$ cat src/rtl/fp_mul_pkg.sv
// fp_mul_sched shared types.
// Operand, rounding-mode and flag definitions.
package fp_mul_pkg;

  typedef logic [31:0] fp32_t;

  typedef enum logic [2:0] {
    RNE = 3'd0,
    RTZ = 3'd1,
    RDN = 3'd2,
    RUP = 3'd3,
    RMM = 3'd4
  } rmode_e;

  typedef struct packed {
    logic nan;
    logic udrf;
    logic ovrf;
  } fp_flags_t;

  localparam logic [2:0] RMODE_MAX = 3'd4;

endpackage

$ cat src/rtl/fp_mul_sched_rr_arbiter.sv
// Round-robin arbiter for fp_mul_sched.
// Search starts at ptr and wraps; output is one-hot or zero.
module rr_arbiter #(
  parameter int NREQ = 4
) (
  input  logic [NREQ-1:0]         req,
  input  logic [$clog2(NREQ)-1:0] ptr,
  output logic [NREQ-1:0]         gnt
);

  logic found;
  int   idx;

  // first requester at or after ptr, modulo NREQ
  always_comb begin
    gnt   = '0;
    found = 1'b0;
    idx   = 0;
    for (int k = 0; k < NREQ; k++) begin
      idx = int'(ptr) + k;
      if (idx >= NREQ) idx = idx - NREQ;
      if (!found && req[idx]) begin
        gnt[idx] = 1'b1;
        found    = 1'b1;
      end
    end
  end

endmodule

$ cat src/rtl/fp_mul_sched.sv
// Shares one fp32 multiplier between NREQ requesters.
// Round-robin issue, tag pipeline routes results back.
module fp_mul_sched
  import fp_mul_pkg::*;
#(
  parameter int NREQ    = 4,
  parameter int MUL_LAT = 2
) (
  input  logic              clk,
  input  logic              rst,
  input  logic              en,
  input  logic [NREQ-1:0]   req_valid,
  output logic [NREQ-1:0]   req_ready,
  input  logic [NREQ*32-1:0] req_x,
  input  logic [NREQ*32-1:0] req_y,
  input  logic [NREQ*3-1:0] req_rmode,
  output logic [31:0]       mul_x,
  output logic [31:0]       mul_y,
  output logic [2:0]        mul_rmode,
  input  logic [31:0]       mul_z,
  input  logic              mul_ovrf,
  input  logic              mul_udrf,
  input  logic              mul_nan,
  output logic [NREQ-1:0]   rsp_valid,
  output logic [31:0]       rsp_z,
  output logic [2:0]        rsp_flags,
  output logic              busy,
  output logic              err_rmode
);

  localparam int PW = $clog2(NREQ);
  localparam int NS = MUL_LAT + 1;

  logic [NREQ-1:0] gnt;
  logic [PW-1:0]   gidx;
  logic            accept;
  logic [2:0]      pick_rm;

  logic [PW-1:0]   ptr_q, ptr_d;
  fp32_t           mul_x_q, mul_x_d;
  fp32_t           mul_y_q, mul_y_d;
  logic [2:0]      mul_rm_q, mul_rm_d;
  logic            err_q, err_d;
  logic [NS-1:0]   tv_q, tv_d;
  logic [PW-1:0]   tid_q [NS];
  logic [PW-1:0]   tid_d [NS];
  logic [NREQ-1:0] rsp_v_q, rsp_v_d;
  fp32_t           rsp_z_q, rsp_z_d;
  fp_flags_t       rsp_f_q, rsp_f_d;

  rr_arbiter #(.NREQ(NREQ)) u_arb (
    .req (req_valid),
    .ptr (ptr_q),
    .gnt (gnt)
  );

  assign req_ready = en ? gnt : '0;
  assign accept    = |req_ready;

  // binary index of the granted requester
  always_comb begin
    gidx = '0;
    for (int i = 0; i < NREQ; i++) begin
      if (gnt[i]) gidx = PW'(i);
    end
  end

  // issue side: operand registers, pointer, rmode sanitising
  always_comb begin
    ptr_d    = ptr_q;
    mul_x_d  = mul_x_q;
    mul_y_d  = mul_y_q;
    mul_rm_d = mul_rm_q;
    err_d    = err_q;
    pick_rm  = req_rmode[3*int'(gidx) +: 3];
    if (accept) begin
      ptr_d   = (int'(gidx) == NREQ - 1) ? '0 : gidx + 1'b1;
      mul_x_d = req_x[32*int'(gidx) +: 32];
      mul_y_d = req_y[32*int'(gidx) +: 32];
      if (pick_rm > RMODE_MAX) begin
        mul_rm_d = RNE;
        err_d    = 1'b1;
      end else begin
        mul_rm_d = pick_rm;
      end
    end
  end

  // tag pipeline tracks each in-flight op's owner
  always_comb begin
    tv_d     = '0;
    tv_d[0]  = accept;
    tid_d[0] = gidx;
    for (int k = 1; k < NS; k++) begin
      tv_d[k]  = tv_q[k-1];
      tid_d[k] = tid_q[k-1];
    end
  end

  // capture result when the last tag stage is valid
  always_comb begin
    rsp_v_d = '0;
    rsp_z_d = rsp_z_q;
    rsp_f_d = rsp_f_q;
    if (tv_q[NS-1]) begin
      rsp_v_d[tid_q[NS-1]] = 1'b1;
      rsp_z_d      = mul_z;
      rsp_f_d.nan  = mul_nan;
      rsp_f_d.udrf = mul_udrf;
      rsp_f_d.ovrf = mul_ovrf;
    end
  end

  // state registers
  always_ff @(posedge clk or posedge rst) begin
    if (rst) begin
      ptr_q    <= '0;
      mul_x_q  <= '0;
      mul_y_q  <= '0;
      mul_rm_q <= '0;
      err_q    <= 1'b0;
      tv_q     <= '0;
      for (int k = 0; k < NS; k++) tid_q[k] <= '0;
      rsp_v_q  <= '0;
      rsp_z_q  <= '0;
      rsp_f_q  <= '0;
    end else begin
      ptr_q    <= ptr_d;
      mul_x_q  <= mul_x_d;
      mul_y_q  <= mul_y_d;
      mul_rm_q <= mul_rm_d;
      err_q    <= err_d;
      tv_q     <= tv_d;
      tid_q    <= tid_d;
      rsp_v_q  <= rsp_v_d;
      rsp_z_q  <= rsp_z_d;
      rsp_f_q  <= rsp_f_d;
    end
  end

  assign mul_x     = mul_x_q;
  assign mul_y     = mul_y_q;
  assign mul_rmode = mul_rm_q;
  assign rsp_valid = rsp_v_q;
  assign rsp_z     = rsp_z_q;
  assign rsp_flags = rsp_f_q;
  assign err_rmode = err_q;
  assign busy      = (|tv_q) | (|rsp_v_q);

endmodule

$ cat config.mk
export PLATFORM = sky130hd
export DESIGN_NAME = fp_mul_sched
export DESIGN_NICKNAME = d
export VERILOG_FILES = /design/src/rtl/fp_mul_pkg.sv /design/src/rtl/fp_mul_sched_rr_arbiter.sv /design/src/rtl/fp_mul_sched.sv
export SDC_FILE = /design/constraint.sdc
export NUM_CORES = 1
export LEC_CHECK = 0
export ABC_AREA = 0
export BUFFER_PORTS_ARGS = -buffer_cell sky130_fd_sc_hd__buf_2
export CORE_AREA = 10 10 155 157
export CTS_CLUSTER_SIZE = 28
export DETAILED_ROUTE_END_ITERATION = 8
export DIE_AREA = 0 0 165 167
export HOLD_SLACK_MARGIN = 0.08
export PLACE_DENSITY = 0.69
export SYNTH_ARGS = -nofsm -noshare
export SYNTH_HDL_FRONTEND = slang
export SYNTH_SLANG_ARGS = --single-unit
$ cat constraint.sdc
create_clock -name clk -period 11.14 [get_ports clk]
set_input_delay 1.114 -clock clk [delete_from_list [all_inputs] [get_ports clk]]
set_output_delay 1.114 -clock clk [all_outputs]
set_load 0.005 [all_outputs]
# == After elaboration in Yosys (flattened, before gate mapping) ==
# Cells that the tools add are included.
# totals
regBits,118
out_inout_bits,112
wordCells,101
inputBits,310
# classes
n_lt_le_gt_ge,15
n_mux,40
bitwise,4
reduce_logical,15
mul,1
addsub,8
n_eq_ne,1
shift,3
# ops
op,n
$shiftx A128 B8 Y32,2
$ge A32 B1 Y1 const B,4
$lt A32 B4 Y1 const B,4
$mux W32,4
$ge A32 B4 Y1 const B,3
$sub A32 B4 Y32 const B,3
$mux W4,6
$mux W1,17
$or A4 B4 Y4,3
$shiftx A12 B5 Y3,1
$demux W1 S2,5
$bmux W1 S2,4
$logic_and A1 B1 Y1,8
$reduce_or A4 Y1,2
$add A2 B2 Y3 const B,2
$mux W2,3
$mul A2 B2 Y4 const A,1
$sub A2 B3 Y4 const B,1
$add A2 B1 Y3 const B,1
$ge A2 B3 Y1 const B,1
$gt A3 B3 Y1 const B,1
$logic_not A1 Y1,3
$lt A2 B3 Y1 const B,1
$mux W3,1
6 further kinds,6

# == Longest topological paths before layout ==
# Gate-level depths: netlist (run 1).
# logic_depth
depth_word,22
mapped_depth,13

# == Modules after synthesis ==
# From an unflattened synthesis (run 1), not the netlist that was laid out.
# unflattened
cells_unflattened,676
hier_area_um2,6693.9
# modules_own_cells
module,area_each_um2,seq_area_each_um2,instances,cells_each
fp_mul_sched,6336.1,2952.8,1,638
rr_arbiter,357.8,0.0,1,38

# == Worst setup path after synthesis (run 1) ==
# OpenSTA, ideal clock, no wires.
# synth_path
path_kind,input-to-reg
from,input port req_valid[0]
to,register mul_x_q[12] (netlist: mul_x[12])
arrival_ps,3543
path_buffers,2
setup_time_ps,133
setup_slack_ps,7464
required_time_ps,11007
cell_stages,9
cell_sequence,or3b_2 -> a2111o_1 -> a21bo_2 -> nand2_1 -> buf_2 -> buf_2 -> mux2_2 -> a222oi_1 -> o21ai_0
# synth_via
elab_chain_len,17
word_cells_on_any_way,34
classes_between,shift: 1; mux: 23; bitwise: 3; reduce/logical: 7
# synth_lines
item,line,rtl
start: declaration,fp_mul_sched.sv:12,"input logic [NREQ-1:0] req_valid,"
$bmux W1 S2,fp_mul_sched_rr_arbiter.sv:22,if (!found && req[idx]) begin
$mux W1 (not written as such) (2 in series),fp_mul_sched_rr_arbiter.sv:22,
$mux W1,fp_mul_sched_rr_arbiter.sv:22,
$logic_not A1 Y1,fp_mul_sched_rr_arbiter.sv:22,
$logic_and A1 B1 Y1,fp_mul_sched_rr_arbiter.sv:22,
$mux W1,fp_mul_sched_rr_arbiter.sv:22,
$logic_not A1 Y1,fp_mul_sched_rr_arbiter.sv:22,
$logic_and A1 B1 Y1,fp_mul_sched_rr_arbiter.sv:22,
$mux W1,fp_mul_sched_rr_arbiter.sv:22,
$logic_not A1 Y1,fp_mul_sched_rr_arbiter.sv:22,
$logic_and A1 B1 Y1,fp_mul_sched_rr_arbiter.sv:22,
$mux W4 *,fp_mul_sched_rr_arbiter.sv:22,
$mux W1,fp_mul_sched.sv:64,if (gnt[i]) gidx = PW'(i);
$mux W2 (2 in series),fp_mul_sched.sv:64,
$shiftx A128 B8 Y32,fp_mul_sched.sv:78,mul_x_d = req_x[32*int'(gidx) +: 32];
end signal: assignment,fp_mul_sched.sv:129,mul_x_q <= mul_x_d;
end: declaration,fp_mul_sched.sv:40,"fp32_t mul_x_q, mul_x_d;"
# Every way passes the cells marked *; elsewhere a longest branch is shown, timed or not. The select of a mux whose other input is x is not followed.
# A chain may end at the register's enable or synchronous reset.

# == Final worst setup path (run 1) ==
# layout_path
from,register ptr_q[0]
to,register mul_x_q[27] (netlist: mul_x[27])
# layout_via
elab_chain_len,19
word_cells_on_any_way,69
classes_between,add/sub: 7; order compare: 12; shift: 1; mux: 35; bitwise: 3; reduce/logical: 11
# layout_lines
item,line,rtl
start: declaration,fp_mul_sched.sv:39,"logic [PW-1:0] ptr_q, ptr_d;"
start signal: assignment,fp_mul_sched.sv:128,ptr_q <= ptr_d;
branches (longest 14 deep; another with $sub A32 B4 Y32),-,
$mux W4 *,fp_mul_sched_rr_arbiter.sv:22,
$mux W1,fp_mul_sched.sv:64,
$mux W2 (2 in series),fp_mul_sched.sv:64,
$shiftx A128 B8 Y32,fp_mul_sched.sv:78,
# Every way passes the cells marked *. The select of a mux whose other input is x is not followed.

==> implementation parameters, run 1 <==
Parameter                              Value

Timing
  Slew Limit Headroom ... between 30% and 40%
  Max Freq ... between 200 and 250 MHz
  Final period utilization ... 41.6%
  Unrepaired setup endpoints after global routing ... no
  Final setup violation count ... 0
  Number of pins with negative max-slew slack in the final report ... 0
  Setup skew after layout ... roughly 0.012 ns
  Final hold vios ... 0
  Setup TNS Final ... 0 ns
  Final critical-path required period ... 4.64 ns
  Transition at the pin with the smallest max-transition slack ... about 1 ns

GRT
  Global router's overall resource usage ... between 10% and 20%
  Peak-usage layer in the global routing report ... met2
  Vias in the first global route ... around 6700
  Global route total overflow ... 0
  Met2 GRT Util ... 31.0%
  Fraction of met1 tracks used by global routing ... around a fifth
  Pin count of the biggest net entering global routing ... 86
  Antenna violations before repair ... 1
  Wire length of the first global-routing pass ... 38300 um
  GR met3 Demand/Resource ... 7.05%

Status
  Violated checks ... design-rule violations
  Run status ... complete, but fails checks

Yosys
  Cell variety after synth ... 45
  Post-synthesis instance area ... 0.00614 mm^2
  Count of flip-flops with a built-in enable after synthesis ... 0
  Most used flip-flop cell after synthesis ... dfrtp_1
  Net count after synthesis ... roughly 870
  Number of standard cells after synthesis ... 551
  Post-synth ARST share ... 100%
  #FFs+latches synth ... 118
  Seq/Total Area, Yosys ... between 40% and 50%
  Syn Area/Cell ... 11.1 um^2
  Yosys warning total ... 0

Routing
  Vias per Instance ... just over 5
  Post-route ant nets ... 0
  Post-DR wirelength/cell ... around 21 um
  Number of iterations in the first detailed-routing pass ... 9
  Count of vias placed by the detailed router ... approximately 6300
  Wirelength, routed ... between 20000 and 30000 um
  DRC viols ... 7
  First-iteration detailed-routing DRC count ... 600

Placed design
  Number of buffer cells added on primary ports ... 421
  Global placer's final weighted congestion ... between 0.8 and 0.9
  Post-DP HPWL ... between 20000 and 25000 um

Worst setup path
  Category of the worst setup path launch point ... register
  Worst EP required ... ~11 ns
  Data arrival time of the critical path ... just under 5 ns
  WS Path Type ... reg2reg
  Endpoint type of the worst setup path ... register
  Critical-path maximum fanout ... 38
  Critical Path Source ... ptr_q[0]$_DFFE_PP0P_
  Beginning of the worst register-to-register path ... ptr_q[0]$_DFFE_PP0P_

CTS
  Post-CTS setup buffer count ... 0
  Hold_buf cts ... 0
  Number of gates resized after cts ... 0
  Clock buffers created by TritonCTS ... 17
  Root buffer selected by CTS ... clkbuf_16
  Clock latency of the later-clocked register in the worst-skew pair ... approximately 0.41 ns
  Buffer levels on the longest clock path ... 2
  Clock-pin slew reported for the worst setup and hold paths after clock tree synthesis ... about 0.050 ns
  Number of clock sinks ... ~120
  CTS tree ... done
  Number of levels in the clock H-tree ... 4

Floorplan
  Core Rows ... 53
  Initial Util ... between 20 and 30%
  Horizontal extent of the die ... approximately 170 um
  Die area ... between 0.02 and 0.03 mm^2
  Area of the core ... 0.0208 mm^2
  Top Ports ... roughly 420
  Vertical die dimension ... about 170 um

Power
  Total power per unit cell area ... around 330 mW/mm^2
  Largest voltage drop on the vdd net ... ~0.15 mV
  Power after layout ... approximately 0.003 W
  Leakage power ... around 4.5 nW

Layout
  Most frequent standard cell in the layout excluding fill and tap cells ... buf_2
  Sequential cell area ... between 0.002 and 0.003 mm^2
  Fraction of final layout cells sized beyond drive strength 1 ... 58.7%
  Commonest cells after routing, fill and taps aside ... buf_2 (421), dfrtp_1 (118), mux2_2 (93), nand2_1 (79), a222oi_1 (64)
  Multi-input logic area ... slightly below 0.003 mm^2
  Synth-to-layout area growth ... 48.5%
  Fillers ... 2003
  Net count reported at finish ... between 1000 and 1500

Flow run
  Number of max-cap violations ... 0

Worst hold path
  Class of the worst hold path ... reg2reg
  Launch instance of the worst min-delay path ... tid_d[1]$_DFF_PP0_
## worst paths after layout
kind | endpoint | cells after the start | slack (ns)
setup / recovery | mul_x[27]$_DFFE_PP0P_ | 11 | 6.50
setup reg to reg | mul_x[27]$_DFFE_PP0P_ | 11 | 6.50
hold reg to reg | tid_q[1]$_DFF_PP0_ | 0 | 0.35
max in group asynchronous | mul_x[27]$_DFFE_PP0P_ | 3 | 9.00
min in group asynchronous | tid_d[2]$_DFF_PP0_ | 2 | 0.76
hold / removal | tid_q[1]$_DFF_PP0_ | 0 | 0.35
## per-stage QoR
| step | hold WS, ns | worst slack, ns | instances | instance area [um^2] | util [%] |
|---|---|---|---|---|---|
| global placement | 0.334 | 6.37 | 1207 | 8470 | 40.7 |
| floorplan | 0.331 | 6.90 | 551 | 6140 | - |
| CTS | 0.348 | 6.53 | 1239 | 9110 | 43.8 |
| detailed placement | 0.335 | 6.27 | 1207 | 8470 | 40.7 |
| finish | 0.346 | 6.50 | 1240 | 9110 | 43.8 |
| global route | 0.360 | 6.15 | 1240 | 9110 | 43.8 |
## registers in the layout, indices dropped and copies added, names as in the netlist, 3 cells and up
name	cells
tv_q	3
mul_x	32
rsp_flags	3
mul_rmode	3
rsp_z	32
tid_d	4
rsp_valid	4
mul_y	32
## kinds of logic (layout without fill, tap and decap cells)
family | Yosys count | after routing | synth area share, %
mux | 102 | 102 | 19.3
simple gates | 109 | 109 | 7.79
compound gates | 161 | 161 | 20.1
fa+ha+maj | 5 | 5 | 1.02
buf+inv | 56 | 469 | 3.69
other cells | 0 | 1 | 0
flops | 118 | 118 | 48.1
## critical path: stages, from the launching register on
cell,delay (ns)
dfrtp_1,0.52
inv_1,0.18
ha_1,0.40
or3b_2,0.46
a2111o_1,0.42
nand2_1,0.17
a221o_2,0.74
buf_4,0.52
nor2_4,0.24
buf_4,0.38
a222oi_1,0.26
o21ai_0,0.13
## where the power goes
part           total [W]  switching, W  internal (W)  leakage [nW]
sequential      0.000752      0.000108      0.000645          1.45
clock           0.000594      0.000210      0.000384         0.309
combinational    0.00165      0.000919      0.000729          2.75
total            0.00299       0.00124       0.00176          4.51
## final cells by class
| cell class | instances | share of cell area [%] |
|---|---|---|
| antenna | 1 | 0.0275 |
| sequential | 118 | 32.4 |
| clock inverter | 13 | 2.13 |
| multi-input combinational | 377 | 32.7 |
| clock buffer | 19 | 4.86 |
| timing repair buffer | 428 | 23.7 |
| inverter | 9 | 0.398 |
| tap | 275 | 3.78 |
## synth_stat cells, types with 2 or more instances
cell type / number / area (um^2)
a21oi_1: 5 / 25.0
a222oi_1: 64 / 641
buf_2: 10 / 50.1
and3b_1: 2 / 17.5
and3_1: 2 / 12.5
and2_1: 3 / 18.8
o21ai_1: 14 / 70.1
o31ai_1: 3 / 22.5
clkbuf_1: 34 / 128
dfrtp_1: 118 / 2950
o21ai_0: 56 / 280
nor2b_1: 4 / 25.0
mux2_1: 6 / 67.6
a211oi_1: 2 / 15.0
nor3b_1: 3 / 22.5
a221oi_1: 3 / 26.3
ha_1: 5 / 62.6
nor3_1: 2 / 10.0
inv_1: 9 / 33.8
a221o_1: 2 / 20.0
nand2_1: 80 / 300
mux4_2: 3 / 67.6
nor2_1: 6 / 22.5
mux2_2: 93 / 1050
buf_1: 2 / 7.51
## metal layers
| metal | vias to the layer above | wire length [um] |
|---|---|---|
| li1 | 2943 | - |
| met1 | 3006 | 9620 |
| met2 | 359 | 13000 |
| met3 | 25 | 2900 |
| met4 | 0 | 363 |
| met5 | - | 0 |
Note: power is estimated with default switching activity, not from simulation.
==> run 2: changes to the inputs <==
- CORE_AREA: 10 10 155 157 -> 10 10 156 158
- DIE_AREA: 0 0 165 167 -> 0 0 166 168
- clock period: 11.14 -> 4.8 ns (I/O delays scaled with it)
==> implementation parameters, run 2 (synthesis results as in run 1) <==
Parameter                              Value

Worst setup path
  Critical-path maximum fanout ... 36 (-5.3%)
  Most prevalent standard cell on the critical path ... o21ai_0
  Data arrival time of the critical path ... 4.37 ns (-0.52 ns)
  Worst-path cell chain ... inv_1 > ha_1 > mux4_2 > nand2_1 > o21ai_0 > a221o_4 > nor2_4 > buf_4 > a222oi_1 > o21ai_0
  WS Path Type ... reg2reg
  End of the worst register-to-register path ... mul_x[29]$_DFFE_PP0P_
  Endpoint type of the worst setup path ... register
  Category of the worst setup path launch point ... register
  Beginning of the worst register-to-register path ... ptr_q[0]$_DFFE_PP0P_
  WP buf/inv ... 2 (-1)
  Worst-case reg-to-reg path depth ... 10 (-1)
  Slowest cell delay on critical path ... 0.79 ns (+0.05 ns)
  Reg-to-reg slack, setup ... 0.74 ns (-5.77 ns)
  Worst EP required ... 5.11 ns (-6.28 ns)
  Dominant delay contributor by cell family on the critical path ... compound AO/OA/AOI/OAI gates
  Cell at the slowest stage of the critical path ... nor2_4

CTS
  Buffer levels on the longest clock path ... 2 (unchanged)
  Clock latency of the later-clocked register in the worst-skew pair ... 0.41 ns (about the same)
  Number of gates resized after cts ... 0 (unchanged)
  Clock-pin slew reported for the worst setup and hold paths after clock tree synthesis ... 0.06 ns (about the same)
  Root buffer selected by CTS ... clkbuf_16
  CTS tree ... done
  Hold_buf cts ... 0 (unchanged)
  Clock buffers created by TritonCTS ... 17 (unchanged)
  Number of clock sinks ... 118 (unchanged)
  Number of levels in the clock H-tree ... 4 (unchanged)
  Post-CTS setup buffer count ... 0 (unchanged)

Floorplan
  Area of the core ... 0.0214 mm^2 (+2.9%)
  Vertical die dimension ... 168 um (+0.60%)
  Top Ports ... 422 (unchanged)
  Die area ... 0.0279 mm^2 (+1.2%)
  Initial Util ... 28.6% (-0.82 points)
  Horizontal extent of the die ... 166 um (+0.61%)
  Core Rows ... 54 (+1.9%)

GRT
  Global router's overall resource usage ... 18.5% (+0.79 points)
  Antenna violations before repair ... 3 (+2)
  Wire length of the first global-routing pass ... 41200 um (+7.4%)
  Pin count of the biggest net entering global routing ... 91 (+5.8%)
  Vias in the first global route ... 6850 (+1.7%)
  Global route total overflow ... 0 (unchanged)

Power
  Largest voltage drop on the vdd net ... 0.506 mV (+240%)
  Leakage power ... 4.56 nW (+0.93%)
  Total power per unit cell area ... 769 mW/mm^2 (+130%)

Layout
  Net count reported at finish ... 1275 (+0.71%)
  Most frequent standard cell in the layout excluding fill and tap cells ... buf_2
  Commonest cells after routing, fill and taps aside ... buf_2 (421), dfrtp_1 (118), mux2_2 (93), nand2_1 (79), a222oi_1 (64)
  Synth-to-layout area growth ... 49.8%
  Fraction of final layout cells sized beyond drive strength 1 ... 59.2% (+0.48 points)

Routing
  DRC viols ... 1 (-6)
  Number of iterations in the first detailed-routing pass ... 9 (unchanged)
  Post-DR wirelength/cell ... 21.6 um (+3.2%)
  First-iteration detailed-routing DRC count ... 655 (+9.2%)
  Post-route ant nets ... 0 (unchanged)
  Wirelength, routed ... 27100 um (+4.5%)
  Vias per Instance ... 5.12 (+0.21%)
  Count of vias placed by the detailed router ... 6423 (+1.4%)

Placed design
  Global placer's final weighted congestion ... 0.884 (+4.2%)
  Worst setup timing slack at the placement stage ... 0.662 ns (-5.61 ns)
  Post-DP HPWL ... 21400 um (+4.4%)
  Number of buffer cells added on primary ports ... 421 (unchanged)

Timing
  Number of pins with negative max-slew slack in the final report ... 0 (unchanged)
  Final hold vios ... 0 (unchanged)
  Unrepaired setup endpoints after global routing ... no
  Worst path setup slack after routing ... 0.737 ns (-5.77 ns)
  Setup skew after layout ... 0.00637 ns (-0.00516 ns)
  Final setup violation count ... 0 (unchanged)
  Slew Limit Headroom ... 38.1% (+6.2 points)
  Final period utilization ... 84.7% (+43 points)
  Setup TNS Final ... 0 ns (unchanged)
  Final critical-path required period ... 4.06 ns (-0.573 ns)
  Max Freq ... 246 MHz (+14%)
  Transition at the pin with the smallest max-transition slack ... 0.927 ns (-0.0951 ns)

Flow run
  Number of max-cap violations ... 0 (unchanged)

Status
  Run status ... complete, but fails checks
  Violated checks ... design-rule violations

Worst hold path
  Class of the worst hold path ... in2async
run 2: final cells by class:
type                       instances  area, um^2
antenna                            2        5.00
clock buffer                      17         425
clock inverter                    15         189
fill                            2103       12200
inverter                           9        36.3
multi-input combinational        377        2990
sequential                       118        2950
tap                              280         350
timing repair buffer             437        2240
run 2: layer usage:
layer	track usage, %	wire length (um)
met2	31.1	13400
met5	0	13
met1	21.4	10400
met3	7.43	2880
met4	5.20	358
run 2: how the worst max path moves through the flow:
stage | start | to | slack [ns] | depth (start not counted)
final | ptr_q[0]$_DFFE_PP0P_ | mul_x[29]$_DFFE_PP0P_ | 0.74 | 10
after global routing | ptr_q[0]$_DFFE_PP0P_ | mul_x[25]$_DFFE_PP0P_ | 0.44 | 10
after CTS | ptr_q[0]$_DFFE_PP0P_ | mul_x[29]$_DFFE_PP0P_ | 0.65 | 10
after detailed placement | ptr_q[0]$_DFFE_PP0P_ | mul_x[29]$_DFFE_PP0P_ | 0.66 | 10
after global placement | ptr_q[0]$_DFFE_PP0P_ | mul_x[0]$_DFFE_PP0P_ | 0.84 | 10
after floorplan | rst | err_rmode$_DFFE_PP0P_ | 1.19 | 1
run 2: worst register-to-register path, stage by stage, from the launching register on:
cell,delay [ns]
dfrtp_1,0.49
inv_1,0.15
ha_1,0.39
mux4_2,0.58
nand2_1,0.09
o21ai_0,0.14
a221o_4,0.57
nor2_4,0.79
buf_4,0.46
a222oi_1,0.11
o21ai_0,0.19
run 2: where the power goes:
group	internal (W)	leakage (nW)	switching [W]
clock	0.000830	0.296	0.000515
combinational	0.00178	2.81	0.00220
sequential	0.00150	1.45	0.000241
run 2: stage by stage:
stage	instance area, um^2	total power [W]	std cells	utilization (%)	hold slack (ns)
3_5_place_dp	8570	0.00579	1221	40.0	0.335
4_1_cts	9180	0.00716	1253	42.9	0.129
6_report	9190	0.00707	1255	42.9	0.132
3_3_place_gp	8570	0.00570	1221	40.0	0.333
5_1_grt	9190	0.00764	1254	42.9	0.158
2_1_floorplan	6140	0.00431	551	-	0.331
